==> src/rtl/unsigned_divide_if.sv <==
// Start/busy/done handshake bundle for the sequential unsigned divider.
interface unsigned_divide_if #(
    parameter int WIDTH = 8
);
    logic             start;
    logic [WIDTH-1:0] dividend;
    logic [WIDTH-1:0] divisor;
    logic             busy;
    logic             done;
    logic [WIDTH-1:0] quotient;
    logic [WIDTH-1:0] remainder;
    logic             div_by_zero;

    modport master (
        output start, dividend, divisor,
        input  busy, done, quotient, remainder, div_by_zero
    );

    modport slave (
        input  start, dividend, divisor,
        output busy, done, quotient, remainder, div_by_zero
    );
endinterface

==> src/rtl/unsigned_divide.sv <==
// Restoring unsigned divider retiring one quotient bit per clock (WIDTH cycles).
// Divide-by-zero completes in one cycle without entering RUN.
//
//   state | meaning
//   IDLE  | waiting for start; results held
//   RUN   | shifting/subtracting one quotient bit per edge
module unsigned_divide #(
    parameter int WIDTH = 8
) (
    input  logic               clk,
    input  logic               reset,
    unsigned_divide_if.slave   bus
);
    localparam int CW = (WIDTH > 2) ? $clog2(WIDTH) : 1;

    localparam logic [0:0] IDLE = 1'b0;
    localparam logic [0:0] RUN  = 1'b1;

    logic [0:0]       state;
    logic [WIDTH:0]   r;
    logic [WIDTH-1:0] q;
    logic [WIDTH-1:0] d;
    logic [CW-1:0]    cnt;

    logic             done;
    logic [WIDTH-1:0] quotient;
    logic [WIDTH-1:0] remainder;
    logic             div_by_zero;

    logic [WIDTH:0]   shifted;
    logic [WIDTH+1:0] diff;
    logic             borrow;
    logic [WIDTH:0]   r_next;
    logic [WIDTH-1:0] q_next;

    // One extra bit on the subtraction makes its MSB a clean borrow flag.
    always_comb begin
        shifted = {r[WIDTH-1:0], q[WIDTH-1]};
        diff    = {1'b0, shifted} - {2'b00, d};
        borrow  = diff[WIDTH+1];
        r_next  = borrow ? shifted : diff[WIDTH:0];
        q_next  = {q[WIDTH-2:0], ~borrow};
    end

    always_ff @(posedge clk or posedge reset) begin
        if (reset) begin
            state       <= IDLE;
            r           <= '0;
            q           <= '0;
            d           <= '0;
            cnt         <= '0;
            done        <= 1'b0;
            quotient    <= '0;
            remainder   <= '0;
            div_by_zero <= 1'b0;
        end else begin
            done <= 1'b0;
            case (state)
                IDLE: begin
                    if (bus.start) begin
                        if (bus.divisor == '0) begin
                            quotient    <= '1;
                            remainder   <= bus.dividend;
                            div_by_zero <= 1'b1;
                            done        <= 1'b1;
                        end else begin
                            r     <= '0;
                            q     <= bus.dividend;
                            d     <= bus.divisor;
                            cnt   <= CW'(WIDTH - 1);
                            state <= RUN;
                        end
                    end
                end
                RUN: begin
                    r   <= r_next;
                    q   <= q_next;
                    cnt <= cnt - 1'b1;
                    if (cnt == '0) begin
                        quotient    <= q_next;
                        remainder   <= r_next[WIDTH-1:0];
                        div_by_zero <= 1'b0;
                        done        <= 1'b1;
                        state       <= IDLE;
                    end
                end
                default: state <= IDLE;
            endcase
        end
    end

    assign bus.busy        = (state == RUN);
    assign bus.done        = done;
    assign bus.quotient    = quotient;
    assign bus.remainder   = remainder;
    assign bus.div_by_zero = div_by_zero;
endmodule

==> src/flat_wrapper.sv <==
// flat-port wrapper written by rule: the top's interface ports become plain ports
module unsigned_divide_flat 
#(
    parameter int WIDTH = 8
)
  (clk, reset, bus_start, bus_dividend, bus_divisor, bus_busy, bus_done, bus_quotient, bus_remainder, bus_div_by_zero);
  unsigned_divide_if #(.WIDTH(WIDTH)) bus_i ();
  input  logic clk;
  input  logic reset;
  input wire logic [$bits(bus_i.start)-1:0] bus_start;
  input wire logic [$bits(bus_i.dividend)-1:0] bus_dividend;
  input wire logic [$bits(bus_i.divisor)-1:0] bus_divisor;
  output wire logic [$bits(bus_i.busy)-1:0] bus_busy;
  output wire logic [$bits(bus_i.done)-1:0] bus_done;
  output wire logic [$bits(bus_i.quotient)-1:0] bus_quotient;
  output wire logic [$bits(bus_i.remainder)-1:0] bus_remainder;
  output wire logic [$bits(bus_i.div_by_zero)-1:0] bus_div_by_zero;
  assign bus_i.start = bus_start;
  assign bus_i.dividend = bus_dividend;
  assign bus_i.divisor = bus_divisor;
  assign bus_busy = bus_i.busy;
  assign bus_done = bus_i.done;
  assign bus_quotient = bus_i.quotient;
  assign bus_remainder = bus_i.remainder;
  assign bus_div_by_zero = bus_i.div_by_zero;
  unsigned_divide #(.WIDTH(WIDTH)) u_core (.clk(clk), .reset(reset), .bus(bus_i));
endmodule
==> config.mk <==
export PLATFORM = sky130hd
export DESIGN_NAME = unsigned_divide_flat
export DESIGN_NICKNAME = d
export VERILOG_FILES = /design/src/rtl/unsigned_divide_if.sv /design/src/rtl/unsigned_divide.sv /design/src/flat_wrapper.sv
export SDC_FILE = /design/constraint.sdc
export NUM_CORES = 1
export LEC_CHECK = 0
export ABC_AREA = 1
export BUFFER_PORTS_ARGS = -buffer_cell sky130_fd_sc_hd__buf_2
export CORE_MARGIN = 2
export CORE_UTILIZATION = 57
export DETAILED_ROUTE_END_ITERATION = 12
export PLACE_DENSITY = 0.9
export RECOVER_POWER = 25
export SYNTH_ARGS = -nofsm -noshare
export SYNTH_HDL_FRONTEND = slang
export SYNTH_SLANG_ARGS = --single-unit
==> constraint.sdc <==
create_clock -name clk -period 1.9 [get_ports clk]
set_input_delay 0 -clock clk [delete_from_list [all_inputs] [get_ports clk]]
set_output_delay 0 -clock clk [all_outputs]
set_load 0.1 [all_outputs]
Word level (Yosys, flattened, before mapping)
Cells that the tools add are included.
Widths: inputs -> output; s select.
{ "word_totals": {"register_bits": 46, "latch_bits": 0, "mem_bits_rw": 0, "romBits": 0, "out_inout_bits": 19, "wordCells": 53, "mem_count": 0} }
{ "op_classes": {"n_addsub": 2, "mul": 0, "n_div": 0, "n_lt_le_gt_ge": 0, "eq_ne": 4, "shift": 0, "mux": 30, "bitwise": 3, "n_reduce_logical": 5} }
{ "ops": {"columns": ["op", "count"], "rows": [
  ["$mux 8", 11],
  ["$pmux 8 s2", 4],
  ["$sub 9x8->10", 1],
  ["$mux 1", 9],
  ["$logic_not 8->1", 1],
  ["$mux 3", 2],
  ["$ne 2x2->1 const B", 3],
  ["$pmux 1 s2", 3],
  ["$pmux 3 s2", 1],
  ["$reduce_and 3->1", 2],
  ["$logic_not 3->1", 1],
  ["$not 1->1", 3],
  ["$sub 3x1->3 const B", 1],
  ["$ne 2x1->1 const B", 1],
  ["$reduce_and 2->1", 1]
]} }

Logic depth before layout (Yosys ltp)
Gate-level depths: netlist (run 1).
{ "depth": {"depth_word": 4, "ltp_mapped": 13, "depth_no_buf": 13} }

Worst setup path after synthesis (run 1)
OpenSTA, ideal clock, no wires.
{ "synth_path": {"kind": "reg2reg", "from": "register u_core.state (netlist: u_core.bus.busy)", "to": "register u_core.remainder[4] (netlist: u_core.bus.remainder[4])", "setup_time_ns": 0.113, "arrival_ns": 1.823, "t_required_ns": 1.787, "setup_slack_ns": -0.036, "path_stages_with_launch": 10, "n_path_buf": 1, "path_cell_list": "dfrtp_1 -> inv_2 -> nor3_2 -> inv_2 -> nand2_4 -> buf_6 -> nand2_1 -> nand3b_1 -> nand2_1 -> inv_1"} }
{ "synth_via": {"elab_chain_len": 3} }
{ "synth_rtl": {"columns": ["item", "line_no", "source"], "rows": [
  ["start: declaration", "unsigned_divide.sv:19", "logic [0:0] state;"],
  ["start signal: assignment", "unsigned_divide.sv:47", "state <= IDLE;"],
  ["start signal: assignment", "unsigned_divide.sv:71", "state <= RUN;"],
  ["start signal: assignment", "unsigned_divide.sv:84", "state <= IDLE;"],
  ["$not 1->1 (no source line)", null, null],
  ["$ne 2x1->1 (no source line) / $ne 2x2->1 (equally long branches)", null, null],
  ["$reduce_and 3->1 (no source line)", null, null],
  ["end signal: assignment", "unsigned_divide.sv:63", "remainder <= bus.dividend;"],
  ["end signal: assignment", "unsigned_divide.sv:81", "remainder <= r_next[WIDTH-1:0];"],
  ["end: declaration", "unsigned_divide.sv:27", "logic [WIDTH-1:0] remainder;"]
]} }
Parallel ways exist; a longest one is shown, timed or not.
A chain may end at the register's enable or synchronous reset.

Worst setup path after layout (run 1)
{ "layout_path": {"from": "register u_core.d[2]", "to": "register u_core.remainder[1] (netlist: u_core.bus.remainder[1])"} }
{ "layout_via": {"elab_chain_len": 4} }
{ "layout_rtl": {"columns": ["item", "line_no", "source"], "rows": [
  ["start: declaration", "unsigned_divide.sv:22", "logic [WIDTH-1:0] d;"],
  ["start signal: assignment", "unsigned_divide.sv:69", "d <= bus.divisor;"],
  ["$sub 9x8->10", "unsigned_divide.sv:39", "diff = {1'b0, shifted} - {2'b00, d};"],
  ["$mux 8", "unsigned_divide.sv:41", "r_next = borrow ? shifted : diff[WIDTH:0];"],
  ["$mux 8", "unsigned_divide.sv:79", "if (cnt == '0) begin"],
  ["$pmux 8 s2", "unsigned_divide.sv:58", "case (state)"]
]} }
Every way passes these cells. The select of a mux whose other input is x is not followed.

==> summary by stage, run 1 <==
Status
The flow ran to the end, and the final reports show no timing, DRC or antenna violations.

Setup path
The largest incremental delay on the critical path is 0.38 ns. The start-to-end type of the worst setup path is reg2reg. The kind of end point of the critical path is a flip-flop. The master of the slowest instance on the critical path is sky130_fd_sc_hd__dfrtp_1. The setup check on the worst reg-to-reg path leaves a slack of a little over 0.09 ns. The required time of the worst setup path is around 2.1 ns. The type of element launching the critical path is a flip-flop. The highest fanout seen on the critical path is 10.

The logic depth of the worst register-to-register path is 11. Traced cell by cell, the critical path runs through inv_1, ha_4, or2_1, nand3_2, nand2_2, nand2_4, nand2_4, nand3b_1, nand3_1, nand2_1, inv_1. The arrival time of data at the critical path endpoint is 2.02 ns.

Yosys
The post-synthesis area per instance is 8.34 µm². The cell with the most instances after synthesis is sky130_fd_sc_hd__nand2_1. The part of the Yosys area used for sequential elements is 0.449. The count of cell types in the netlist is 37. The total nets after synthesis is around 340. Sorting the synthesized cells by area gives the leading types as sky130_fd_sc_hd__dfrtp_1, sky130_fd_sc_hd__nand2_1, sky130_fd_sc_hd__inv_1. The number of cells produced by synthesis is 307. Counting flops with a built-in enable in the synthesized netlist gives 0.

Of the post-synthesis cell area, the dominant cell type holds 0.449. The flip-flop and latch count after synthesis is 46. The synthesized design spends more area on one cell type than any other, namely sky130_fd_sc_hd__dfrtp_1. The synthesized netlist occupies a cell area of about 2600 µm². In the synthesized netlist the async set-or-reset flop fraction comes to 1.00.

Ranked by instance count, the synthesized netlist is headed by sky130_fd_sc_hd__nand2_1, sky130_fd_sc_hd__dfrtp_1, sky130_fd_sc_hd__inv_1. The most used flip-flop cell after synthesis is sky130_fd_sc_hd__dfrtp_1. The total number of yosys warnings is 0.

STA
The transition time at the pin with the least slew margin is about 1.1 ns. The normalized max-slew margin is 0.252. The hold violation total from the final report is 0. The fmax is approximately 550 MHz. Dividing the final minimum period by the clock period gives 0.952.

The max-slew violation count is 0. Clock skew on the completed layout was measured at between 0.009 and 0.01 ns. Setup violations remaining at the end of the flow were counted as 0.

The time the final worst path needs with I/O delays and setup is roughly 1.8 ns.

Routing
The detailed-route via count is roughly 2300. After detailed routing, the average wire length per cell comes to roughly 15 µm. The sum of routed wire length over all layers is about 6000 µm. The pre-antenna-repair detailed-routing pass consisted of 5 iterations.

The detail route stage leaves a number of antenna-violating nets equal to 0. The DRC marker count from the first detailed-route iteration is about 150. The post-detailed-route DRC marker count is 0. In the routed layout, each cell is associated on average with a via count of 5.53.

Min path
The min-delay analysis places its worst path in the category in2reg. The worst hold path passes through 3 cells.

Placed design
At the end of routability-driven placement, the weighted congestion stood at between 0.8 and 0.9. The number of I/O port buffers is 37. The total half-perimeter wirelength after legalization and detailed placement is a little under 4000 µm.

Clocking
The clock transition at the registers of the reported paths is approximately 0.09 ns. TritonCTS built the clock tree. The number of buffers added by the clock tree synthesis step is 5. The number of sinks on the clock net is 46. The tree is rooted in a sky130_fd_sc_hd__clkbuf_8.

The clock latency on the worst-skew pair is 0.31 ns. The longest clock path from root to sink contains 2 buffers. The H-tree depth is 2.

GRT
The overall fraction of global-route tracks in use is 0.251. Summed over all layers, the global routing overflow is 0. The first global-routing pass estimated between 9000 and 10000 µm of wire.

The initial antenna violation count is 0. The number of global-route vias before repair came to roughly 2200. The pin count of the biggest net entering global routing is 47.

Cells and area
At the end of the flow the core is filled with cells to 0.718. The area added between synthesis and finish is 22.1%. Registers take 1150 µm². Summing all multi-input logic gate instances after layout gives 1230 µm². Of the cells placed in the final design, the portion with a size suffix greater than 1 is 0.239. The filler cells instantiated in the layout total around 300.

The final layout contains ~400 nets. The number of antenna diodes in the final layout is 0.

Floorplanning
The row count is 24. The width of the chip is a little over 70 µm. The region available for standard cell placement spans 4350 µm². The number of I/O pins is 38. In this run the vertical extent of the chip is between 70 and 80 µm. The floorplan die area is between 5000 and 6000 µm². The initial utilization of the core area, before any placement, comes to 0.588.

Run
Across the run, the number of max-cap violations was 0.
==> worst max-delay path, delay by kind of cell, from the launching register on <==
kind                       cells  cell delay (ns)
buffers and inverters          2             0.16
DFF                            1             0.38
adders and majority gates      1             0.24
and+or+nand+nor                8             0.94
==> cell usage in the layout (no fill, tap or decap), types with 2 or more instances in the layout <==
master / n
sky130_fd_sc_hd__a21boi_0: 2
sky130_fd_sc_hd__a21oi_1: 13
sky130_fd_sc_hd__a22oi_1: 3
sky130_fd_sc_hd__buf_2: 37
sky130_fd_sc_hd__buf_4: 9
sky130_fd_sc_hd__clkbuf_8: 5
sky130_fd_sc_hd__dfrtp_1: 45
sky130_fd_sc_hd__dlygate4sd3_1: 15
sky130_fd_sc_hd__ha_1: 7
sky130_fd_sc_hd__ha_4: 3
sky130_fd_sc_hd__inv_1: 37
sky130_fd_sc_hd__inv_2: 2
sky130_fd_sc_hd__inv_6: 2
sky130_fd_sc_hd__nand2_1: 67
sky130_fd_sc_hd__nand2_2: 2
sky130_fd_sc_hd__nand2_4: 3
sky130_fd_sc_hd__nand3_1: 23
sky130_fd_sc_hd__nand3_2: 2
sky130_fd_sc_hd__nand3b_1: 5
sky130_fd_sc_hd__nand4_1: 9
sky130_fd_sc_hd__nor2_1: 31
sky130_fd_sc_hd__nor3_1: 5
sky130_fd_sc_hd__o21ai_0: 5
sky130_fd_sc_hd__o21ai_2: 7
sky130_fd_sc_hd__or2_1: 5
sky130_fd_sc_hd__or2_2: 6
sky130_fd_sc_hd__xor2_1: 2
==> cells by family after synthesis <==
kind of cell	count (synthesis)	share of synthesized area
AND/OR/NAND/NOR	162	0.303
buffers and inverters	50	0.0899
flip-flops	46	0.449
AO/OA/AOI/OAI	35	0.0909
adder cells (fa/ha/maj)	11	0.0567
XOR/XNOR	3	0.0103
==> metal layers <==
metal	up-vias	routed length [µm]	track usage
met5	-	0	0
met4	0	119	0.0797
met3	19	301	0.0499
met2	98	3120	0.428
met1	1099	2580	0.322
li1	1108	-	-
==> through the flow <==
step / hold WS, ns / cells / worst slack [ns] / cell area, µm² / setup TNS [ns]
after floorplan: 0.110 / 307 / 0.244 / 2560 / 0
after global placement: 0.171 / 391 / 0.105 / 2770 / 0
after detailed placement: 0.179 / 391 / 0.0505 / 2770 / 0
after CTS: 0.0412 / 414 / 0.0195 / 3030 / 0
after global routing: 0.0513 / 420 / -0.00685 / 3130 / -0.0190
final: 0.0478 / 420 / 0.0911 / 3130 / 0
==> state kept, by name (all words and copies together), names as in the netlist <==
| name | count |
|---|---|
| u_core.bus.done | 1 |
| u_core.r | 8 |
| u_core.bus.quotient | 8 |
| u_core.cnt | 3 |
| u_core.q | 8 |
| u_core.bus.remainder | 8 |
| u_core.bus.busy | 1 |
| u_core.d | 8 |
| u_core.bus.div_by_zero | 1 |
==> worst paths after layout <==
path	from	endpoint
setup / recovery	u_core.d[2]	u_core.bus.remainder[1]
hold / removal	bus_dividend[6]	u_core.q[6]
setup reg to reg	u_core.d[2]	u_core.bus.remainder[1]
hold reg to reg	u_core.bus.div_by_zero	u_core.bus.div_by_zero
max in group asynchronous	reset	u_core.bus.busy
min in group asynchronous	reset	u_core.bus.remainder[7]
==> cell type report <==
type,count,area share
clock buffer,5,0.0220
clock inverter,3,0.0140
inverter,41,0.0508
multi-input combinational,211,0.394
sequential,46,0.368
tap,52,0.0208
timing repair buffer,62,0.130
==> timing repair <==
item	CTS	global route
buffers inserted	0	6
endpoints found under the setup margin	0	13
gates resized for setup	0	7
hold buffers	15	0
endpoints found under the hold margin	60	0
Power of run 1 is left out: the tool's default activity adds up to more than one toggle a clock period on the data nets, which glitch-free logic cannot reach.
==> inputs of run 2 (changes only) <==
- GPL_ROUTABILITY_DRIVEN: not set -> 1
- MAX_ROUTING_LAYER: not set -> met4
==> summary by stage, run 2 (synthesis gave the netlist of run 1 again) <==
Routing
The post-detailed-route DRC marker count came to 0 (unchanged). The met2 wire length came to 2990 µm (-4.1%). The total length of routed met3 wires came to 231 µm (-23%). The topmost layer with routed signal wires is met4. The number of detailed-routing iterations run before antenna repair was 5 (unchanged). The average routed wire per standard cell came to 13.9 µm (-4.6%). The sum of routed wire length over all layers was 5840 µm (-4.6%).

The remaining antenna violation count after routing is 0 (unchanged). The per-cell via count in the routed design is 5.41 (-2.2%). The detailed-route via count is 2274 (-2.2%). The DRC marker count from the first detailed-route iteration was 202 (+33%).

The routed metal-1 wire length is 2540 µm (-1.5%).

Cells and area
The total inserted antenna cells is 0 (unchanged). Relative to the synthesized area, the layout overhead comes to 20.5%. The post-route core utilization is 0.709 (-0.00977). In the layout the commonest cells are sky130_fd_sc_hd__nand2_1, sky130_fd_sc_hd__dfrtp_1, sky130_fd_sc_hd__inv_1, sky130_fd_sc_hd__buf_2, sky130_fd_sc_hd__nor2_1. The number of nets in the layout is 397 (unchanged).

The share of final-layout standard cells stronger than drive strength 1 is 0.236 (-0.00272). Leaving out fill and tap cells, the most frequent cell in the layout is sky130_fd_sc_hd__nand2_1.

Floorplanning
The floorplan die area is 5050 µm² (unchanged). The starting utilization of the core area is 0.588 (unchanged). The number of I/O pins is 38 (unchanged). The die span in y is 71.0 µm (unchanged). The width of the chip is 71.0 µm (unchanged).

The total core area is 4350 µm² (unchanged). The row count came to 24 (unchanged).

Min path
The path category of the worst min-delay check is in2reg.

GRT
The initial antenna violation count is 0 (unchanged). The wire length of the first global-routing pass is 9890 µm (-0.21%). The overall fraction of global-route tracks in use is 0.253 (+0.00235).

The pin count of the biggest net entering global routing is 47 (unchanged). The remaining global-route overflow was 0 (unchanged). The number of global-route vias before repair is 2225 (+0.23%).

Setup path
The cell family contributing the most delay on the critical path is simple AND/OR/NAND/NOR gates. The highest fanout seen on the critical path is 10 (unchanged). The arrival time of data at the critical path endpoint is 2.01 ns (about the same). The signal on the critical path passes through inv_1, ha_4, or2_4, nand3_2, nand2_2, nand2_4, nand2_4, nand3b_1, nand3_1, nand2_1, inv_1. The type of element launching the critical path is a flip-flop. The critical path is of the reg2reg type. The worst setup path is captured at a flip-flop. The required time of the worst setup path is 2.10 ns (-0.02 ns).

The master of the slowest instance on the critical path is sky130_fd_sc_hd__dfrtp_1. The critical path buffer and inverter count is 2 (unchanged). The largest incremental delay on the critical path was 0.37 ns (about the same).

Status
The flow ran to the end, and the final reports show no timing, DRC or antenna violations.

Clocking
The H-tree depth was 2 (unchanged). The number of buffers added by the clock tree synthesis step is 5 (unchanged). The clock tree root buffer cell is sky130_fd_sc_hd__clkbuf_8.

TritonCTS built the clock tree. The number of sinks on the clock net is 46 (unchanged). The clock latency on the worst-skew pair came to 0.31 ns (about the same).

The worst-case clock buffer depth is 2 (unchanged). The clock transition at the registers of the reported paths is 0.09 ns (about the same).

STA
The hold violation total from the final report is 0 (unchanged). The worst-case clock skew is 0.00950 ns (-0.000123 ns). The slack of the critical path is 0.0903 ns (-0.000766 ns). The time the final worst path needs with I/O delays and setup was 1.81 ns (+0.000766 ns). The max-slew violation count is 0 (unchanged). The fmax is 553 MHz (about the same). The final total negative setup slack is 0 ns (unchanged). The final worst-path cycle share is 0.952 (about the same). The final number of setup-violating endpoints was 0 (unchanged). The transition time at the pin with the least slew margin is 1.16 ns (+0.0379 ns). The normalized max-slew margin is 0.227 (-0.0253).

Placed design
The total half-perimeter wirelength after legalization and detailed placement came to 3890 µm (-2.3%). The number of I/O port buffers is 37 (unchanged). The routability-driven placement congestion ratio came to 0.861 (+1.6%).

The setup slack at placement is 0.0783 ns (+0.0279 ns).

Run
The number of max-capacitance violations reported came to 0 (unchanged).
[run 2: worst paths after layout]
path,cells after the start,from,endpoint,slack (ns)
min in group asynchronous,4,reset,u_core.bus.quotient[5],0.60
worst max-delay path,11,u_core.d[2],u_core.bus.remainder[1],0.09
worst max register to register,11,u_core.d[2],u_core.bus.remainder[1],0.09
worst min register to register,2,u_core.bus.div_by_zero,u_core.bus.div_by_zero,0.50
worst min-delay path,3,bus_start,u_core.bus.div_by_zero,0.06
max in group asynchronous,4,reset,u_core.bus.busy,0.52
[run 2: per-layer routing]
layer / global-route usage / vias up
li1: - / 1116
met1: 0.328 / 1082
met2: 0.413 / 67
met3: 0.0456 / 9
met4: 0.0650 / 0
met5: - / -
[run 2: what timing repair did]
item / in CTS / in global routing
endpoints found under the setup margin: 0 / 13
hold buffers: 15 / 0
resized for setup: 0 / 6
hold endpoints to repair: 60 / 0
setup buffers: 0 / 6
[run 2: final cells by class]
class	instances	area, µm²
fillers	333	1270
multi-input cells	211	1210
flip-flops and latches	46	1150
repair buffers	62	408
inverters	41	159
clock buffers	5	68.8
well taps	52	65.1
clock inverters	3	23.8
[run 2: through the flow]
| step | std cells | cell area (µm²) | hold slack [ns] |
|---|---|---|---|
| floorplan | 307 | 2560 | 0.110 |
| global placement | 391 | 2770 | 0.170 |
| detailed placement | 391 | 2770 | 0.181 |
| CTS | 414 | 3010 | 0.0527 |
| global route | 420 | 3090 | 0.0535 |
| finish | 420 | 3090 | 0.0558 |
[run 2: worst min-delay path: cells and delay by family]
family	cells	cell delay, ns
and+or+nand+nor	2	0.21
buffers and inverters	1	0.12
Power of run 2 is left out for the same reason.
